## src/rtl/mul_pkg.sv

```systemverilog
// rtl/mul_pkg.sv - shared types and constants for the multiplier writeback stage
//
// Contents:
//   DATA_WIDTH            default writeback byte width
//   state_t               writeback FSM encoding (ST_IDLE, ST_LO, ST_HI)
//   FLG_Z, FLG_N, FLG_V   flag bit offsets above the product field of a FIFO entry
//   FLG_COUNT             number of flag bits stored per entry
package mul_pkg;

    localparam int DATA_WIDTH = 8;

    typedef enum logic [1:0] {
        ST_IDLE = 2'd0,
        ST_LO   = 2'd1,
        ST_HI   = 2'd2
    } state_t;

    // A FIFO entry is {flags, product}; flag bit k lives at entry[2*DATA_WIDTH + k].
    localparam int FLG_Z     = 0;
    localparam int FLG_N     = 1;
    localparam int FLG_V     = 2;
    localparam int FLG_COUNT = 3;

endpackage

```

## src/rtl/mul_writeback_prod_fifo.sv

```systemverilog
// rtl/mul_writeback_prod_fifo.sv - synchronous product FIFO with first-word head output
//
// Parameters:
//   WIDTH   entry width in bits
//   DEPTH   number of entries, power of two, at least 2
// Ports:
//   clk     clock, rising edge
//   rst     asynchronous active-low reset, empties the FIFO
//   push    write wdata when not full
//   wdata   entry to write
//   pop     discard head when not empty
//   head    oldest entry (combinational read)
//   count   number of stored entries
//   full    count == DEPTH
//   empty   count == 0
module prod_fifo #(
    parameter int WIDTH = 19,
    parameter int DEPTH = 2,
    localparam int AW   = $clog2(DEPTH),
    localparam int CW   = AW + 1
) (
    input  logic             clk,
    input  logic             rst,
    input  logic             push,
    input  logic [WIDTH-1:0] wdata,
    input  logic             pop,
    output logic [WIDTH-1:0] head,
    output logic [CW-1:0]    count,
    output logic             full,
    output logic             empty
);

    logic [WIDTH-1:0] mem [DEPTH];
    logic [AW-1:0]    wr_ptr;
    logic [AW-1:0]    rd_ptr;
    logic             do_push;
    logic             do_pop;

    assign full  = (count == CW'(DEPTH));
    assign empty = (count == '0);

    // A full FIFO refuses a push even when the head is popped in the same cycle.
    assign do_push = push && !full;
    assign do_pop  = pop && !empty;

    assign head = mem[rd_ptr];

    // Storage is not reset; count and pointers define which entries are live.
    always_ff @(posedge clk) begin
        if (do_push) begin
            mem[wr_ptr] <= wdata;
        end
    end

    // DEPTH is a power of two, so pointer wrap is the natural binary rollover.
    always_ff @(posedge clk or negedge rst) begin
        if (!rst) begin
            wr_ptr <= '0;
            rd_ptr <= '0;
            count  <= '0;
        end else begin
            if (do_push) begin
                wr_ptr <= wr_ptr + AW'(1);
            end
            if (do_pop) begin
                rd_ptr <= rd_ptr + AW'(1);
            end
            case ({do_push, do_pop})
                2'b10:   count <= count + CW'(1);
                2'b01:   count <= count - CW'(1);
                default: count <= count;
            endcase
        end
    end

endmodule

```

## src/rtl/mul_writeback.sv

```systemverilog
// rtl/mul_writeback.sv - serialises signed products onto an 8-bit writeback bus with Z/N/V flags
//
// Parameters:
//   DATA_WIDTH  writeback byte width; products are 2*DATA_WIDTH bits
//   DEPTH       product FIFO entries, power of two, at least 2
// Ports:
//   clk          clock, rising edge
//   rst          asynchronous active-low reset
//   prod_in      signed product from the multiplier
//   prod_valid   prod_in valid this cycle
//   prod_ready   FIFO can accept a product
//   wb_data      writeback byte (low byte first, then high byte)
//   wb_valid     wb_data valid
//   wb_ready     register file accepts the byte
//   wb_hi        0 = low byte, 1 = high byte
//   wb_last      final byte of a product (same as wb_hi)
//   flag_z       last retired product was zero
//   flag_n       last retired product was negative
//   flag_v       last retired product does not fit in a signed byte
//   flags_valid  one-cycle pulse when the flags update
module mul_writeback #(
    parameter int DATA_WIDTH = mul_pkg::DATA_WIDTH,
    parameter int DEPTH      = 2
) (
    input  logic                    clk,
    input  logic                    rst,
    input  logic [2*DATA_WIDTH-1:0] prod_in,
    input  logic                    prod_valid,
    output logic                    prod_ready,
    output logic [DATA_WIDTH-1:0]   wb_data,
    output logic                    wb_valid,
    input  logic                    wb_ready,
    output logic                    wb_hi,
    output logic                    wb_last,
    output logic                    flag_z,
    output logic                    flag_n,
    output logic                    flag_v,
    output logic                    flags_valid
);

    import mul_pkg::*;

    localparam int PW = 2 * DATA_WIDTH;
    localparam int EW = PW + FLG_COUNT;
    localparam int CW = $clog2(DEPTH) + 1;

    state_t          state;
    logic [EW-1:0]   entry;
    logic [EW-1:0]   head;
    logic [CW-1:0]   count;
    logic [CW-1:0]   count_after;
    logic            full;
    logic            empty;
    logic            push;
    logic            pop;
    logic [DATA_WIDTH:0] upper;

    // ---------------------------------------------------------------
    // Push side: flags are computed once at entry and travel with it.
    // ---------------------------------------------------------------
    assign prod_ready = !full;
    assign push       = prod_valid && prod_ready;

    // The product fits a signed byte only if its top DATA_WIDTH+1 bits
    // are a pure sign extension.
    assign upper = prod_in[PW-1:DATA_WIDTH-1];

    always_comb begin
        entry                = '0;
        entry[PW-1:0]        = prod_in;
        entry[PW + FLG_Z]    = (prod_in == '0);
        entry[PW + FLG_N]    = prod_in[PW-1];
        entry[PW + FLG_V]    = !((&upper) || !(|upper));
    end

    prod_fifo #(
        .WIDTH (EW),
        .DEPTH (DEPTH)
    ) u_fifo (
        .clk   (clk),
        .rst   (rst),
        .push  (push),
        .wdata (entry),
        .pop   (pop),
        .head  (head),
        .count (count),
        .full  (full),
        .empty (empty)
    );

    // ---------------------------------------------------------------
    // Writeback FSM: head stays put until its high byte is accepted.
    // ---------------------------------------------------------------
    assign pop = (state == ST_HI) && wb_ready;

    // Occupancy after this edge's pop, including a same-cycle push, decides
    // whether the next product streams without an idle cycle.
    assign count_after = count - CW'(1) + CW'(push);

    always_ff @(posedge clk or negedge rst) begin
        if (!rst) begin
            state       <= ST_IDLE;
            wb_valid    <= 1'b0;
            wb_hi       <= 1'b0;
            flag_z      <= 1'b0;
            flag_n      <= 1'b0;
            flag_v      <= 1'b0;
            flags_valid <= 1'b0;
        end else begin
            flags_valid <= 1'b0;
            case (state)
                ST_IDLE: begin
                    if (!empty) begin
                        state    <= ST_LO;
                        wb_valid <= 1'b1;
                        wb_hi    <= 1'b0;
                    end
                end
                ST_LO: begin
                    if (wb_ready) begin
                        state <= ST_HI;
                        wb_hi <= 1'b1;
                    end
                end
                ST_HI: begin
                    if (wb_ready) begin
                        flag_z      <= head[PW + FLG_Z];
                        flag_n      <= head[PW + FLG_N];
                        flag_v      <= head[PW + FLG_V];
                        flags_valid <= 1'b1;
                        wb_hi       <= 1'b0;
                        if (count_after != '0) begin
                            state    <= ST_LO;
                            wb_valid <= 1'b1;
                        end else begin
                            state    <= ST_IDLE;
                            wb_valid <= 1'b0;
                        end
                    end
                end
                default: begin
                    state    <= ST_IDLE;
                    wb_valid <= 1'b0;
                    wb_hi    <= 1'b0;
                end
            endcase
        end
    end

    assign wb_last = wb_hi;

    // The byte mux follows registered state and a head that only moves on
    // pop, so the byte holds steady under back-pressure.
    always_comb begin
        wb_data = '0;
        if (wb_valid) begin
            wb_data = wb_hi ? head[PW-1:DATA_WIDTH] : head[DATA_WIDTH-1:0];
        end
    end

endmodule

```

## config.mk

```make
export PLATFORM = sky130hd
export DESIGN_NAME = mul_writeback
export DESIGN_NICKNAME = d
export VERILOG_FILES = /design/src/rtl/mul_pkg.sv /design/src/rtl/mul_writeback_prod_fifo.sv /design/src/rtl/mul_writeback.sv
export SDC_FILE = /design/constraint.sdc
export NUM_CORES = 1
export LEC_CHECK = 0
export CORE_ASPECT_RATIO = 0.9
export CORE_UTILIZATION = 45
export CTS_BUF_LIST = sky130_fd_sc_hd__clkbuf_8
export CTS_CLUSTER_DIAMETER = 80
export DETAILED_ROUTE_END_ITERATION = 8
export DONT_BUFFER_PORTS = 1
export PLACE_DENSITY = 0.59
export RECOVER_POWER = 25
export SYNTH_ARGS = -nofsm -noshare
export SYNTH_HDL_FRONTEND = slang
export SYNTH_HIERARCHICAL = 1
export SYNTH_SLANG_ARGS = --single-unit
```

## constraint.sdc

```tcl
create_clock -name clk -period 3.3 [get_ports clk]
set_input_delay 0.33 -clock clk [delete_from_list [all_inputs] [get_ports clk]]
set_output_delay 0.33 -clock clk [all_outputs]
set_load 0.05 [all_outputs]
```

# Word level (Yosys, flattened, before mapping)
# Memory sizes are Yosys's and may differ from the RTL's.
# Index checks and enable logic that the tools add are counted.
# totals
reg_bits	12
ramBits	38
input_bits	20
out_inout_bits	16
wordCells	64
mem_count	1
# memory_table
name	depth	word_bits	rd	rd_ports_with_merged_regs	wr	line	source
u_fifo.mem	2	19	1	0	1	mul_writeback_prod_fifo.sv:33	logic [WIDTH-1:0] mem [DEPTH];
# op_classes
addsub	5
eq_ne	8
muxes	20
bitwise_logic	1
n_reduce_logical	19
# op_table
operator	count
zero test 16 bit	1
two-way mux 8 bit	2
two-way mux 1 bit	11
AND reduction 9 bit	1
OR reduction 9 bit	1
== test 2 bit, second input constant	3
two-way mux 2 bit	3
!= test 2 bit, second input constant	3
case mux 1 bit (3 select lines)	2
case mux 2 bit (3 select lines)	1
AND reduction 3 bit	2
== test 2 x 1 -> 1 bit, second input constant	2
logical AND 1 bit	4
zero test 1 bit	4
zero test 2 bit	2
case mux 2 bit (2 select lines)	1
nonzero test 2 bit	2
adder 1 bit, second input constant	2
adder 2 x 1 -> 2 bit	1
adder 2 x 1 -> 2 bit, second input constant	1
AND reduction 2 bit	1
subtractor 2 x 1 -> 2 bit, second input constant	1
logical OR 1 bit	1
NOT 1 bit	1

# Longest topological paths before layout
# depth
depth_word	8
depth_mapped	10
ltp_nobuf	10

# Modules after synthesis
# The synthesis kept the hierarchy.
# modules_own_cells
module	instances	cells_per_inst	area_each_um2	seq_area_each_um2
prod_fifo	1	77	1561.5	1241.2
mul_writeback	1	63	614.3	200.2

# Worst setup path before layout
# OpenSTA, ideal clock, no wires.
# synth_timing
path_kind	register to register
from	register u_fifo.count[0]
to	memory u_fifo.mem[0][0] (enable)
setup_ns	0.395
arrival_time_ns	2.024
t_required_ns	2.905
path_slack_ns	0.881
path_stages_with_launch	8
path_buffers	0
period_less_slack_ns	2.419
path_cell_list	dfrtp_1 > nand2b_1 > inv_1 > inv_1 > nand2_1 > inv_1 > nand2_1 > nor2_1
# synth_between
elab_chain_cells	6
# synth_lines
element	line	source
start, declared	mul_writeback_prod_fifo.sv:28	output logic [CW-1:0] count,
start signal, assigned	mul_writeback_prod_fifo.sv:69	2'b10: count <= count + CW'(1);
start signal, assigned	mul_writeback_prod_fifo.sv:70	2'b01: count <= count - CW'(1);
start signal, assigned	mul_writeback_prod_fifo.sv:71	default: count <= count;
== test 2 bit	mul_writeback_prod_fifo.sv:39	assign full = (count == CW'(DEPTH));
named net full	mul_writeback.sv:52	logic full;
zero test 1 bit	mul_writeback.sv:61	assign prod_ready = !full;
named net prod_ready	mul_writeback.sv:29	output logic prod_ready,
logical AND 1 bit	mul_writeback.sv:62	assign push = prod_valid && prod_ready;
named net push	mul_writeback.sv:54	logic push;
logical AND 1 bit	mul_writeback_prod_fifo.sv:43	assign do_push = push && !full;
two-way mux 1 bit	mul_writeback_prod_fifo.sv:50	if (do_push) begin
two-way mux 1 bit (implied by the code)	mul_writeback_prod_fifo.sv:51	mem[wr_ptr] <= wdata;
end, declared	mul_writeback_prod_fifo.sv:33	
# The timed path passes the listed nets, and every way through them passes these cells.

# Final worst setup path
# layout_timing
from	register u_fifo.rd_ptr
to	output wb_data[2]
# layout_between
elab_chain_cells	3
# layout_lines
element	line	source
start, declared	mul_writeback_prod_fifo.sv:35	logic [AW-1:0] rd_ptr;
start signal, assigned	mul_writeback_prod_fifo.sv:66	rd_ptr <= rd_ptr + AW'(1);
memory (2 x 19 bit)	n/a	
named net head[10]	mul_writeback.sv:49	logic [EW-1:0] head;
two-way mux 8 bit	mul_writeback.sv:157	wb_data = wb_hi ? head[PW-1:DATA_WIDTH] : head[DATA_WIDTH-1:0];
two-way mux 8 bit	mul_writeback.sv:156	if (wb_valid) begin
end, declared	mul_writeback.sv:30	output logic [DATA_WIDTH-1:0] wb_data,
# The timed path passes the listed nets, and every way through them passes these cells.

==> results.sh <==
export IMPL_finalSetupTns_ns=0
export IMPL_setup_violations=0
export IMPL_antenna_cells=0
export IMPL_synthTopCellsByArea="edfxtp_1 52%, dfrtp_1 14%, mux2_2 9.8%"
export IMPL_drv_slew=0
export IMPL_synth_commonest_cells="38 x edfxtp_1, 19 x mux2_2, 12 x dfrtp_1"
export IMPL_cts_htree_levels=2
export IMPL_start_util=0.479
export IMPL_post_route_cell_area_um2=2430
export IMPL_syn_nets=162
export IMPL_start_kind="flip-flop"
export IMPL_hold_viol=0
export IMPL_synthCells=140
export IMPL_skew_ns=0.0110
export IMPL_clock_sinks=50
export IMPL_synth_most_common_cell="edfxtp_1"
export IMPL_p_comb_frac=0.370
export IMPL_clock_latency_ns=0.31
export IMPL_yosysTopAreaCell="edfxtp_1"
export IMPL_core_area_um2=4550
export IMPL_synth_cell_types=29
export IMPL_worstSetupEndpointType="output port"
export IMPL_final_nets=176
export IMPL_synth_area_um2=2180
export IMPL_wirelength_um=3940
export IMPL_pwr_share_clk=0.170
export IMPL_tightest_slew_ns=1.03
export IMPL_grt_util_all_layers=0.175
export IMPL_synthToLayoutAreaGrowth_pct=11.7
export IMPL_dp_hpwl_um=2680
export IMPL_worstSetupPathType="reg2out"
export IMPL_run_status="completed"
export IMPL_grt_pass1_vias=1219
export IMPL_hold_buffers=1
export IMPL_die_h_um=68.0
export IMPL_cts_setup_buffers=0
export IMPL_clk_path_buf_depth=2
export IMPL_slowest_delay_ns=0.91
export IMPL_leakagePower_nw=0.908
export IMPL_routabilityCongestion=0.769
export IMPL_cts_buffers=5
export IMPL_netSwitchingFraction=0.405
export IMPL_cts_root_buf="clkbuf_8"
export IMPL_cp_arrival_ns=2.02
export IMPL_fmax_ghz=0.425
export IMPL_port_buffers=0
export IMPL_drive_gt1_frac=0.277
export IMPL_grt_pass1_wl_um=6070
export IMPL_sequentialPowerShare=0.460
export IMPL_p_int_mw=1.50
export IMPL_drtAntennaViolNets=0
export IMPL_synth_ff_type="edfxtp_1"
export IMPL_antenna_found_initial=0
export IMPL_rsz0062_at_grt="false"
export IMPL_crit_buf_inv=1
export IMPL_cap_viol_max_count=0
export IMPL_die_area_um2=5120
export IMPL_clk_pin_slew_ns=0.10
export IMPL_switchingPower_mw=1.02
export IMPL_cts_resized_gates=0
export IMPL_synth_top_area_frac=0.524
export IMPL_hp_class="in2reg"
export IMPL_period_minus_slack_ns=2.35
export IMPL_num_rows=23
export IMPL_drc_errors=0
export IMPL_grt_overflow=0
export IMPL_peakVddDrop_v=0.000547
export IMPL_n_fill_cell=396
export IMPL_first_pass_iters=4
export IMPL_worstPathMaxFanout=20
export IMPL_syn_area_per_cell_um2=15.5
export IMPL_dr_total_vias=1175
export IMPL_ys_seq_area_frac=0.662
export IMPL_initialDrtViolationCount=44
export IMPL_synth_edf_count=38
export IMPL_grt_max_degree=21
export IMPL_max_slew_margin=0.314
export IMPL_path_cells="mux2_2, mux2i_1, nor2b_1, buf_4"
export IMPL_critical_path_top_delay_family="flip-flops"
export IMPL_yosys_warnings=6
export IMPL_ios=36
export IMPL_critPathSlowestCell="dfrtp_1"
export IMPL_post_dp_cell_area_um2=2310
export IMPL_cp_required_ns=2.97
export IMPL_cts_tree="done"
export IMPL_via_per_inst=5.41
export IMPL_dieWidth_um=75.3
export IMPL_wl_per_cell_um=18.2
export IMPL_synth_seq_cells=50
export IMPL_timing_final_crit_share=0.713
export IMPL_synth_async_reset_ratio=0.240
export IMPL_p_per_area_nw_per_um2=1040
## power by group through the flow
stage | registers [mW] | logic, mW | clock network (mW)
finish | 1.16 | 0.931 | 0.428
global route | 1.18 | 1.00 | 0.470
CTS | 1.16 | 0.944 | 0.443
detailed placement | 1.17 | 0.933 | 0
global placement | 1.16 | 0.918 | 0
floorplan | 1.07 | 0.808 | 0
## worst register-to-register path, cell delays in order, from the launching register on
cell and delay (ns):
dfrtp_1 0.43, nand2b_1 0.17, inv_1 0.05, inv_1 0.33, nand2_1 0.13, inv_1 0.09
nand2_1 0.11, ha_1 0.35, nor2_1 0.15, xor2_1 0.16
## logic make-up (layout without fill, tap and decap cells)
group / after synthesis / count (layout) / synth area share
XOR/XNOR: 6 / 6 / 0.0242
AO/OA/AOI/OAI: 8 / 8 / 0.0265
adder cells (fa/ha/maj): 2 / 2 / 0.0115
buffers and inverters: 12 / 27 / 0.0259
multiplexers: 31 / 31 / 0.160
flip-flops: 50 / 50 / 0.662
AND/OR/NAND/NOR: 31 / 31 / 0.0891
## worst paths after layout
path                                                   from                     endpoint  slack [ns]  cells after the start
worst max-delay path              u_fifo/rd_ptr$_DFFE_PN0P_                   wb_data[2]        0.95                      4
worst min-delay path                             prod_in[3]   u_fifo/mem[0][3]$_DFFE_PP_        0.11                      0
worst max register to register  u_fifo/count[0]$_DFFE_PN0P_  u_fifo/count[1]$_DFFE_PN0P_        1.26                      9
worst min register to register    u_fifo/wr_ptr$_DFFE_PN0P_    u_fifo/wr_ptr$_DFFE_PN0P_        0.50                      1
max in group asynchronous                               rst         state[1]$_DFFE_PN0P_        2.47                      1
min in group asynchronous                               rst           flag_z$_DFFE_PN0P_        0.46                      1
## flip-flops by register name, summed over array words and instances, names as in the netlist
register	cells
flag_n	1
u_fifo/rd_ptr	1
flag_z	1
u_fifo/mem	38
wb_valid	1
wb_hi	1
state	2
flag_v	1
u_fifo/count	2
u_fifo/wr_ptr	1
flags_valid	1
## area by class of cell
class,instances,area (um^2),share of cell area
tap,62,77.6,0.0319
clock inverter,3,45.0,0.0185
multi-input combinational,78,678,0.279
sequential,50,1440,0.593
timing repair buffer,12,92.6,0.0381
clock buffer,5,68.8,0.0283
inverter,7,26.3,0.0108
## metal layers
layer  vias to the layer above  share of wire  track usage
met5                         -              0            0
met4                         0          0.012       0.0694
met3                         5          0.065       0.0722
met2                        27           0.49        0.286
met1                       596           0.43        0.207
li1                        547              -            -
## cell usage in the layout (no fill, tap or decap), drive strengths merged, types with 2 or more instances in the layout
master,Yosys,layout
clkbuf,1,5
xnor2,4,4
clkinvlp,0,2
a21oi,2,2
edfxtp,38,38
inv,7,7
nand2b,4,4
o32ai,2,2
nor2b,9,9
nand2,2,2
mux2,22,22
ha,2,2
buf,4,11
xor2,2,2
mux2i,9,9
dfrtp,12,12
nand4,2,2
nor4,4,4
nor2,5,5
and3,2,2
## metrics by stage
step / std cells / worst slack (ns) / utilization / hold slack (ns) / power, mW
detailed placement: 208 / 1.26 / 0.507 / 0.0347 / 2.11
global route: 217 / 0.774 / 0.534 / 0.0835 / 2.66
floorplan: 140 / 0.881 / - / 0.0344 / 1.87
CTS: 217 / 0.921 / 0.534 / 0.0970 / 2.55
finish: 217 / 0.946 / 0.534 / 0.107 / 2.52
global placement: 208 / 1.28 / 0.507 / 0.0348 / 2.08
No activity file was read; power rests on OpenSTA's default activity.
